===== src/rtl/toggle_pkg.sv =====
// rtl/toggle_pkg.sv - shared sizing and saturating-counter helpers
package toggle_pkg;

  function automatic int clog2(input int v);
    int r;
    r = 0;
    while ((1 << r) < v) r++;
    return r;
  endfunction

  // Saturation ceiling of a w-bit counter, carried in 32 bits so any width up to 32 fits.
  function automatic logic [31:0] sat_max(input int w);
    return (w >= 32) ? 32'hFFFF_FFFF : ((32'd1 << w) - 32'd1);
  endfunction

  function automatic bit sat_hit(input logic [31:0] v, input int w);
    return v == sat_max(w);
  endfunction

endpackage


===== src/rtl/toggle_fifo.sv =====
// rtl/toggle_fifo.sv - synchronous DEPTH x WIDTH FIFO with registered head output
module toggle_fifo
  import toggle_pkg::*;
#(
  parameter int WIDTH = 8,
  parameter int DEPTH = 4
) (
  input  logic                   clk,
  input  logic                   reset,
  input  logic                   push,
  input  logic                   pop,
  input  logic [WIDTH-1:0]       din,
  output logic [WIDTH-1:0]       dout,
  output logic                   empty,
  output logic                   full,
  output logic [clog2(DEPTH):0]  count
);

  localparam int PTR_W = clog2(DEPTH);
  localparam logic [PTR_W:0] FULL_CNT = (PTR_W+1)'(DEPTH);

  logic [WIDTH-1:0] mem [DEPTH];
  logic [PTR_W-1:0] rd_ptr, wr_ptr, rd_next;
  logic             do_push, do_pop;

  assign empty   = (count == '0);
  assign full    = (count == FULL_CNT);
  assign do_pop  = pop && !empty;
  assign do_push = push && (!full || do_pop);
  assign rd_next = do_pop ? rd_ptr + PTR_W'(1) : rd_ptr;

  always_ff @(posedge clk) begin
    if (do_push) mem[wr_ptr] <= din;
  end

  always_ff @(posedge clk) begin
    if (reset) begin
      rd_ptr <= '0;
      wr_ptr <= '0;
      count  <= '0;
      dout   <= '0;
    end else begin
      if (do_push) wr_ptr <= wr_ptr + PTR_W'(1);
      rd_ptr <= rd_next;
      case ({do_push, do_pop})
        2'b10:   count <= count + (PTR_W+1)'(1);
        2'b01:   count <= count - (PTR_W+1)'(1);
        default: count <= count;
      endcase
      // The write slot meets the next head only when the new word is the sole entry.
      if (do_push && (wr_ptr == rd_next)) dout <= din;
      else                                dout <= mem[rd_next];
    end
  end

endmodule


===== src/rtl/toggle_event_decoder.sv =====
// rtl/toggle_event_decoder.sv - turns sampled level words into queued toggle words
module toggle_event_decoder
  import toggle_pkg::*;
#(
  parameter int WIDTH = 8,
  parameter int DEPTH = 4,
  parameter int CNT_W = 16
) (
  input  logic                   CLK,
  input  logic                   reset,
  input  logic [WIDTH-1:0]       lvl_in,
  input  logic                   lvl_en,
  output logic [WIDTH-1:0]       tog_out,
  output logic                   tog_valid,
  input  logic                   tog_ready,
  output logic [WIDTH-1:0]       level_q,
  output logic [clog2(DEPTH):0]  fifo_count,
  output logic [CNT_W-1:0]       event_cnt,
  output logic                   overflow
);

  logic [WIDTH-1:0] prev, diff;
  logic             primed;
  logic             fifo_empty, fifo_full;
  logic             pop, want_push, do_push;

  assign diff      = lvl_in ^ prev;
  assign pop       = tog_valid && tog_ready;
  assign want_push = lvl_en && primed && (diff != '0);
  // A full FIFO still accepts when its head leaves on the same edge.
  assign do_push   = want_push && (!fifo_full || pop);
  assign tog_valid = !fifo_empty;
  assign level_q   = prev;

  always_ff @(posedge CLK) begin
    if (reset) begin
      prev      <= '0;
      primed    <= 1'b0;
      event_cnt <= '0;
      overflow  <= 1'b0;
    end else begin
      if (lvl_en) begin
        prev   <= lvl_in;
        primed <= 1'b1;
      end
      if (do_push && !sat_hit(32'(event_cnt), CNT_W))
        event_cnt <= event_cnt + CNT_W'(1);
      if (want_push && !do_push)
        overflow <= 1'b1;
    end
  end

  toggle_fifo #(
    .WIDTH (WIDTH),
    .DEPTH (DEPTH)
  ) u_fifo (
    .clk   (CLK),
    .reset (reset),
    .push  (do_push),
    .pop   (pop),
    .din   (diff),
    .dout  (tog_out),
    .empty (fifo_empty),
    .full  (fifo_full),
    .count (fifo_count)
  );

endmodule


===== config.mk =====
export PLATFORM = sky130hd
export DESIGN_NAME = toggle_event_decoder
export DESIGN_NICKNAME = d
export VERILOG_FILES = /design/src/rtl/toggle_pkg.sv /design/src/rtl/toggle_fifo.sv /design/src/rtl/toggle_event_decoder.sv
export SDC_FILE = /design/constraint.sdc
export NUM_CORES = 1
export LEC_CHECK = 0
export ABC_AREA = 1
export BUFFER_PORTS_ARGS = -buffer_cell sky130_fd_sc_hd__clkbuf_2
export CORE_MARGIN = 5
export CORE_UTILIZATION = 35
export DETAILED_ROUTE_END_ITERATION = 6
export PLACE_DENSITY_LB_ADDON = 0.25
export SYNTH_ARGS = -nofsm -noshare
export SYNTH_HDL_FRONTEND = slang
export SYNTH_SLANG_ARGS = --single-unit

===== constraint.sdc =====
create_clock -name CLK -period 2.05 [get_ports CLK]
set_clock_uncertainty 0.05 [all_clocks]
set_input_delay 0.3075 -clock CLK [delete_from_list [all_inputs] [get_ports CLK]]
set_output_delay 0.3075 -clock CLK [all_outputs]
set_load 0.01 [all_outputs]

* Yosys cells after proc, flatten, opt, wreduce, memory -nomap -nowiden
Memory sizes are Yosys's and may differ from the RTL's. A register that Yosys moved wholly into a read port is not among the register bits.
Index checks and enable logic that the tools add are counted.
Widths: inputs -> output; s select.
** Word-level totals
- Output and inout bits :: 37
- Flip-flop bits (word level) :: 33
- Word-level logic and storage cells :: 39
- Memory bits (writable) :: 32
- Input bits :: 12
- Memories kept :: 1
** Operators by class
- Reduce and logical (&&, ||, !) cells :: 17
- Bitwise logic cells :: 1
- Add/sub/neg operators :: 5
- Mux-type cells :: 4
- Eq/ne operators :: 4
** Memory list
- u_fifo.mem :: depth 4, bits a word 8, read ports 1, clocked after Yosys merged registers in 1, wr ports 1, line toggle_fifo.sv:22 : logic [WIDTH-1:0] mem [DEPTH];
** Operators by type and width (number)
- $add 16x1->16 const B :: 1
- $eq 16x16->1 const B :: 1
- $logic_and 1x1->1 :: 8
- $reduce_bool 8->1 :: 1
- $xor 8x8->8 :: 1
- $pmux 3 s2 :: 1
- $add 2x1->2 const B :: 2
- $logic_not 1->1 :: 4
- $add 3x1->3 const B :: 1
- $eq 3x3->1 const B :: 1
- $logic_not 3->1 :: 1
- $sub 3x1->3 const B :: 1
- $eq 2x1->1 const B :: 1
- $eq 2x2->1 const B :: 1
- $logic_or 1x1->1 :: 2
- $mux 1 :: 2
- $mux 2 :: 1
- $reduce_bool 2->1 :: 1

* Depth between registers and ports, before layout
Gate-level depths: netlist of run 1.
- Depth after elaboration :: 8
- Depth in mapped cells :: 14
- Mapped depth without buffers :: 14

* Modules after synthesis
A second synthesis of run 1 with hierarchy kept.
** Second synthesis, totals
- Cell total of the unflattened synthesis :: 464
- Area, all modules :: 3648.5 sq um
** By module, submodules not included
- toggle_fifo :: area an instance 2177.1 sq um, seq. area each 1261.2 sq um, times used 1, cells each 218
- toggle_event_decoder :: area an instance 1471.4 sq um, seq. area each 520.5 sq um, times used 1, cells each 246

* Worst setup path before layout of run 1
OpenSTA, ideal clock, no wires.
- Path kind :: reg2reg
- Start point :: register u_fifo.count[0]
- End point :: register u_fifo.count[2]
- Buffers on the path :: 0
- Period minus slack after synthesis :: 2.152 ns
- Arrival :: 1.980 ns
- Library setup time :: 0.122 ns
- Setup slack :: -0.102 ns
- Stages on the path, launching flop included :: 13
- Data required time :: 1.878 ns
- Cell sequence :: dfxtp_1 > nor2_4 > nand2_4 > nand2_4 > nand3_4 > nand3_4 > ha_1 > inv_1 > fa_1 > a21oi_1 > o21ai_0 > o21ai_0 > a21oi_1
** Between the ends
- Cells in the longest elaborated chain, start to end :: 8
- Elaborated cells on any way between the ends :: 16
- Those cells by class :: 2 x add/sub; 3 x eq/ne; 1 x mux; 10 x reduce/logical
** Ends and longest elaborated chain
- start, declared :: line toggle_fifo.sv:16 : output logic [clog2(DEPTH):0] count
- start signal, assigned :: line toggle_fifo.sv:46 : 2'b10: count <= count + (PTR_W+1)'(1);
- start signal, assigned :: line toggle_fifo.sv:47 : 2'b01: count <= count - (PTR_W+1)'(1);
- start signal, assigned :: line toggle_fifo.sv:48 : default: count <= count;
- $logic_not 3->1 (*) :: line toggle_fifo.sv:26 : assign empty = (count == '0);
- $logic_not 1->1 (*) :: line toggle_event_decoder.sv:32 : assign tog_valid = !fifo_empty;
- named net tog_valid :: line toggle_event_decoder.sv:14 : output logic tog_valid,
- $logic_and 1x1->1 :: line toggle_event_decoder.sv:28 : assign pop = tog_valid && tog_ready;
- $logic_or 1x1->1 / $logic_and 1x1->1 (equally long branches) :: line toggle_event_decoder.sv:31, toggle_fifo.sv:28
- $logic_and 1x1->1 / $logic_or 1x1->1 (equally long branches) :: line toggle_event_decoder.sv:31, toggle_fifo.sv:29
- $logic_and 1x1->1 :: line toggle_fifo.sv:29 : assign do_push = push && (!full || do_pop);
- $eq 2x1->1 / $eq 2x2->1 (equally long branches) :: line toggle_fifo.sv:45 : case ({do_push, do_pop})
- $pmux 3 s2 / $reduce_bool 2->1 (equally long branches)
The timed path passes the listed nets; every way through them passes the cells marked *.
A chain may end at the register's enable or synchronous reset.

* Worst setup path after layout of run 1
- Start point :: register u_fifo.count[1]
- End point :: register u_fifo.count[2]
** Between the ends
- Cells in the longest elaborated chain, start to end :: 8
- Elaborated cells on any way between the ends :: 16
- Those cells by class :: 2 x add/sub; 3 x eq/ne; 1 x mux; 10 x reduce/logical
** Ends and longest elaborated chain (line)
- $logic_not 3->1 :: toggle_fifo.sv:26
- $logic_not 1->1 :: toggle_fifo.sv:28, toggle_event_decoder.sv:32
- $logic_and 1x1->1 :: toggle_event_decoder.sv:28
- $logic_or 1x1->1 / $logic_and 1x1->1 (equally long branches) :: toggle_event_decoder.sv:31, toggle_fifo.sv:28
- $logic_and 1x1->1 / $logic_or 1x1->1 (equally long branches) :: toggle_event_decoder.sv:31, toggle_fifo.sv:29
- $logic_and 1x1->1 :: toggle_fifo.sv:29
- $eq 2x1->1 / $eq 2x2->1 (equally long branches) :: toggle_fifo.sv:45
- $pmux 3 s2 / $reduce_bool 2->1 (equally long branches)
Parallel ways exist; a longest one is shown, timed or not.

==> results.sh, run 1 <==
export IMPL_status="complete, no violations"
export IMPL_gp_congestion=0.832
export IMPL_path_cells="nor2_4 > nand2_4 > nand2_8 > nand3_4 > nand3_4 > ha_4 > inv_2 > fa_2 > a21oi_2 > o21ai_2 > o21ai_1 > a21oi_1"
export IMPL_crit_fanout=4
export IMPL_synth_edf_count=32
export IMPL_synth_nets=479
export IMPL_io_buffers=48
export IMPL_synth_top_area_frac=0.255
export IMPL_path_clk_slew_ns=0.07
export IMPL_grt_busiest_layer="met2"
export IMPL_min_period_ns=1.98
export IMPL_htreeDepth=3
export IMPL_cts_buffers=9
export IMPL_synth_area_sq_um=3770
export IMPL_use_met2=0.230
export IMPL_die_w_um=114
export IMPL_switching_share=0.333
export IMPL_syn_area_per_cell_sq_um=8.20
export IMPL_core_area_sq_um=10700
export IMPL_track_usage=0.136
export IMPL_synthArstFlopShare=0
export IMPL_nets=556
export IMPL_insertedDiodeCount=0
export IMPL_place_hpwl_um=6020
export IMPL_antenna_found_initial=0
export IMPL_die_h_um=114
export IMPL_peakVddDrop_v=0.000350
export IMPL_synth_flop_cell="dfxtp_1"
export IMPL_avgRoutedWirePerCell_um=12.5
export IMPL_layout_common_cells="nand2_1 (97), inv_1 (67), clkbuf_2 (48), nand3_1 (46), nor2_1 (34)"
export IMPL_fmax_mhz=504
export IMPL_start_util=0.353
export IMPL_vias=3111
export IMPL_ant_nets=0
export IMPL_p_clk_frac=0.288
export IMPL_via_per_inst=4.56
export IMPL_clockRootBuffer="clkbuf_8"
export IMPL_placed_area_sq_um=4310
export IMPL_yosys_warnings=0
export IMPL_syn_inst=460
export IMPL_ctsLongestPathBuffers=2
export IMPL_drv_cap=0
export IMPL_switching_power_w=0.00130
export IMPL_crit_family="simple AND/OR/NAND/NOR gates"
export IMPL_critPathLaunchType="flip-flop"
export IMPL_seq_area_frac_synth=0.472
export IMPL_clock_sinks=73
export IMPL_clock_latency_ns=0.35
export IMPL_p_per_area_nw_per_um2=845
export IMPL_crit_top_cell="nand3_4"
export IMPL_die_area_sq_um=13000
export IMPL_drt_total_wl_um=8500
export IMPL_mostFrequentLayoutCell="nand2_1"
export IMPL_grt_pass1_vias=2994
export IMPL_slew_violations=0
export IMPL_p_int_w=0.00259
export IMPL_path_buf_inv=1
export IMPL_area_growth_pct=22.0
export IMPL_dr_first_iter_drc_count=130
export IMPL_max_slew_margin_rel=0.701
export IMPL_cp_data_arrival_time_ns=2.16
export IMPL_grt_setup_unrepaired="yes"
export IMPL_dr_pass1_iters=4
export IMPL_postCtsHoldBufs=0
export IMPL_final_layout_size_suffix_gt1_frac=0.327
export IMPL_rows=38
export IMPL_cp_end_kind="flip-flop"
export IMPL_gr_usage_met3=0.0297
export IMPL_leakagePower_nw=2.03
export IMPL_synth_distinct_cells=35
export IMPL_cp_required_ns=2.23
export IMPL_yosys_top_cells_area="edfxtp_1 (25%), dfxtp_1 (22%), nand2_1 (11%)"
export IMPL_tritoncts="yes"
export IMPL_synth_seq_cells=73
export IMPL_drc=0
export IMPL_setup_tns_final_ns=0
export IMPL_grt_pass1_wl_um=14200
export IMPL_setup_violations=0
export IMPL_worst_hold_path_type="primary input to flip-flop"
export IMPL_hold_viol=0
export IMPL_seqPwrFrac=0.428
export IMPL_ios=49
export IMPL_slowest_stage="fa_2"
export IMPL_crit_type="flip-flop to flip-flop"
export IMPL_grt_max_degree=24
export IMPL_synth_top_area_cell="edfxtp_1"
export IMPL_min_period_over_period=0.967
export IMPL_worst_pin_slew_ns=0.447
export IMPL_slowest_delay_ns=0.37
export IMPL_fin_area_sq_um=4600
export IMPL_pwr_share_comb=0.284
export IMPL_grt_ovfl_total=0
export IMPL_grtUsageMet1=0.176
[metal layers]
metal  up-vias  routed length (um)
li1       1605                   -
met1      1449                4020
met2        47                4100
met3        10                 264
met4         0                 114
met5         -                   0
[synthesized netlist by cell type, types with 2 or more instances]
cell	number
nand3_1	46
nand2_4	4
inv_2	12
nor3_2	2
nand2_2	7
edfxtp_1	32
ha_1	6
nor2_4	2
inv_1	71
nand2_1	106
o21ai_1	2
xor2_1	5
buf_2	5
xnor2_1	7
nand3_4	2
clkbuf_1	3
nand4_1	4
buf_6	2
a21oi_1	20
a21oi_2	16
nor2_1	36
nand3_2	3
dfxtp_1	41
nor2_2	2
buf_4	2
o21ai_0	13
[stage by stage]
step	cells	worst slack (ns)	hold slack [ns]	total power (W)	utilization
after floorplan	460	0.00248	0.383	0.00246	-
after global placement	662	-0.00513	0.402	0.00274	0.403
after detailed placement	662	-0.0603	0.407	0.00276	0.403
after CTS	679	0.0165	0.125	0.00388	0.422
after global routing	682	-0.0726	0.142	0.00411	0.430
final	682	0.0669	0.145	0.00389	0.430
[cell families after synthesis]
| logic type | count (synthesis) | synth area share |
|---|---|---|
| XOR/XNOR | 12 | 0.0279 |
| adder cells (fa/ha/maj) | 7 | 0.0252 |
| AO/OA/AOI/OAI | 52 | 0.0856 |
| buffers and inverters | 97 | 0.107 |
| AND/OR/NAND/NOR | 219 | 0.282 |
| flip-flops | 73 | 0.472 |
[layout make-up]
class / count / area [sq um]
Fill cell: 1064 / 6100
Clock inverter: 7 / 70.1
Clock buffer: 9 / 124
Sequential cell: 73 / 1800
Tap cell: 140 / 175
Multi-Input combinational cell: 290 / 1640
Timing Repair Buffer: 80 / 480
Inverter: 83 / 312
[state kept, by name, summed over array words and instances, names as in the netlist]
signal,cells
u_fifo.mem,32
event_cnt,16
level_q,8
u_fifo.dout,8
u_fifo.count,3
u_fifo.rd_ptr,2
u_fifo.wr_ptr,2
overflow,1
primed,1
[final timing paths]
check | start | endpoint | slack [ns] | cells after the start
worst min-delay path | lvl_in[6] | level_q[6] | 0.15 | 3
worst min register to register | primed | primed | 0.42 | 2
worst max-delay path | u_fifo.count[1] | u_fifo.count[2] | 0.07 | 12
worst max register to register | u_fifo.count[1] | u_fifo.count[2] | 0.07 | 12
[tightest hold or removal path, cell delays in order]
cell and delay (ns):
clkbuf_2 0.09, inv_2 0.05, a21oi_1 0.05
[power by group through the flow]
stage | clock [W] | sequential [W] | combinational [W]
2_1_floorplan | 0 | 0.00173 | 0.000724
3_3_place_gp | 0 | 0.00169 | 0.00105
3_5_place_dp | 0 | 0.00170 | 0.00106
4_1_cts | 0.00115 | 0.00166 | 0.00106
5_1_grt | 0.00121 | 0.00168 | 0.00122
6_report | 0.00112 | 0.00167 | 0.00110
[what timing repair did]
item                       in CTS  in global routing
pin swaps                       0                 14
gates resized for setup         2                 27
setup endpoints to repair       1                  2
buffers inserted                1                  3
hold endpoints to repair        0                  0
Power figures use the tool's default switching activity.
==> run 2, diff against run 1 <==
--- a/config.mk
+++ b/config.mk
@@ -9,6 +9,7 @@
 export BUFFER_PORTS_ARGS = -buffer_cell sky130_fd_sc_hd__clkbuf_2
 export CORE_MARGIN = 5
 export CORE_UTILIZATION = 35
+export CTS_BUF_LIST = sky130_fd_sc_hd__clkbuf_4
 export DETAILED_ROUTE_END_ITERATION = 6
 export PLACE_DENSITY_LB_ADDON = 0.25
 export SYNTH_ARGS = -nofsm -noshare
==> run 2 against run 1 <==
Compared with the run above: clock power is 19% lower; hold slack worse by 0.088 ns; die area stayed put; final area is 1.2% lower; non-clock buffer count stayed put; clock-buffer cell count stayed put; largest power group unchanged.
==> results.sh, run 2 (same netlist as run 1, synthesis figures left out) <==
export IMPL_final_layout_size_suffix_gt1_frac=0.325
export IMPL_clockRootBuffer="clkbuf_4"
export IMPL_worstHoldStart="lvl_in[2]"
export IMPL_vias=3095
export IMPL_grt_setup_unrepaired="yes"
export IMPL_ios=49
export IMPL_die_area_sq_um=13000
export IMPL_hold_viol=0
export IMPL_ant_nets=0
export IMPL_worst_pin_slew_ns=0.453
export IMPL_layout_common_cells="nand2_1 (97), inv_1 (68), clkbuf_2 (48), nand3_1 (46), nor2_1 (34)"
export IMPL_rr_startpoint="u_fifo.count[1]"
export IMPL_dr_pass1_iters=4
export IMPL_avgRoutedWirePerCell_um=12.4
export IMPL_insertedDiodeCount=0
export IMPL_hold_end="level_q[2]"
export IMPL_holdWs_ns=0.0577
export IMPL_ff2ff_path_depth=12
export IMPL_regMostFlops="u_fifo.mem"
export IMPL_drt_total_wl_um=8490
export IMPL_hold_depth=3
export IMPL_setup_tns_final_ns=0
export IMPL_drc=0
export IMPL_peakVddDrop_v=0.000340
export IMPL_fmax_mhz=502
export IMPL_drv_cap=0
export IMPL_area_growth_pct=20.5
export IMPL_min_period_over_period=0.972
export IMPL_tritoncts="yes"
export IMPL_start_util=0.353
export IMPL_setup_violations=0
export IMPL_place_ws_ns=-0.0603
export IMPL_track_usage=0.138
export IMPL_leakagePower_nw=2.00
export IMPL_rrSetupSlack_ns=0.06
export IMPL_rows=38
export IMPL_cts_buffers=9
export IMPL_crit_fanout=4
export IMPL_status="complete, no violations"
export IMPL_clock_sinks=73
export IMPL_mostFrequentLayoutCell="nand2_1"
export IMPL_critPathLaunchType="flip-flop"
export IMPL_worst_hold_path_type="primary input to flip-flop"
export IMPL_path_clk_slew_ns=0.12
export IMPL_die_w_um=114
export IMPL_ctsLongestPathBuffers=2
export IMPL_grt_pass1_vias=3015
export IMPL_grt_max_degree=24
export IMPL_fill_cells=1073
export IMPL_grt_ovfl_total=0
export IMPL_clock_latency_ns=0.43
export IMPL_core_area_sq_um=10700
export IMPL_cp_data_arrival_time_ns=2.26
export IMPL_die_h_um=114
export IMPL_dr_first_iter_drc_count=125
export IMPL_cp_required_ns=2.32
export IMPL_r2r_end="u_fifo.count[2]"
export IMPL_postCtsHoldBufs=0
export IMPL_io_buffers=48
export IMPL_gp_congestion=0.832
export IMPL_max_slew_margin_rel=0.698
export IMPL_min_period_ns=1.99
export IMPL_nets=556
export IMPL_largest_reg_flops=32
export IMPL_largest_registers="u_fifo.mem (32), event_cnt (16)"
export IMPL_antenna_found_initial=0
export IMPL_place_hpwl_um=6020
export IMPL_slew_violations=0
export IMPL_grt_pass1_wl_um=14200
export IMPL_cp_end_kind="flip-flop"
export IMPL_crit_type="flip-flop to flip-flop"
export IMPL_p_per_area_nw_per_um2=809
export IMPL_via_per_inst=4.54
export IMPL_postLayoutSetupSlackWorst_ns=0.0569
export IMPL_final_util=0.425
export IMPL_htreeDepth=3
[run 2: cell counts in the layout (fill, tap and decap cells not counted)]
No cell type changed its count.
[run 2: where the power goes]
part | switching, W | total [W] | internal (W)
clock | 0.000540 | 0.000908 | 0.000369
sequential | 0.0000446 | 0.00167 | 0.00162
combinational | 0.000690 | 0.00110 | 0.000411
total | 0.00127 | 0.00368 | 0.00240
[run 2: layout make-up]
| cell class | instances | area (sq um) | share of cell area |
|---|---|---|---|
| sequential | 73 | 1800 | 0.395 |
| multi-input combinational | 290 | 1640 | 0.362 |
| timing repair buffer | 80 | 480 | 0.106 |
| inverter | 83 | 312 | 0.0685 |
| tap | 140 | 175 | 0.0385 |
| clock inverter | 7 | 70.1 | 0.0154 |
| clock buffer | 9 | 67.6 | 0.0149 |
[run 2: how the worst max path moves through the flow]
stage / start / end / slack (ns) / cells past startpoint
after global routing: u_fifo.count[1] / u_fifo.count[2] / -0.08 / 12
after detailed placement: lvl_in[3] / u_fifo.count[2] / -0.06 / 15
final: u_fifo.count[1] / u_fifo.count[2] / 0.06 / 12
after CTS: u_fifo.count[0] / u_fifo.count[2] / 0.01 / 12
after floorplan: u_fifo.count[1] / u_fifo.count[1] / 0.002 / 11
after global placement: lvl_in[0] / u_fifo.count[1] / -0.005 / 14
[run 2: per-layer routing]
| metal | GRT usage | vias to the layer above | wire [um] |
|---|---|---|---|
| met3 | 0.0313 | 12 | 353 |
| met4 | 0.0499 | 0 | 131 |
| li1 | - | 1605 | - |
| met2 | 0.230 | 49 | 4060 |
| met1 | 0.175 | 1429 | 3950 |
| met5 | 0 | - | 0 |
[run 2: repair_timing]
action	CTS	global route
endpoints found under the hold margin	0	0
buffers inserted	1	3
gates resized for setup	2	26
setup endpoints to repair	1	2
pin swaps	0	13
[run 2: per-stage QoR]
step	total power (W)	instance area (sq um)	instances
floorplan	0.00246	3780	460
global placement	0.00274	4310	662
detailed placement	0.00276	4310	662
CTS	0.00367	4460	679
global route	0.00390	4550	682
finish	0.00368	4550	682
[run 2: worst max-delay path, stage by stage, from the launching register on]
cell and delay (ns):
dfxtp_2 0.35, nor2_4 0.13, nand2_4 0.10, nand2_8 0.11
nand3_4 0.09, nand3_4 0.09, ha_4 0.12, inv_2 0.04
fa_2 0.37, a21oi_2 0.15, o21ai_2 0.08, o21ai_1 0.14
a21oi_1 0.06
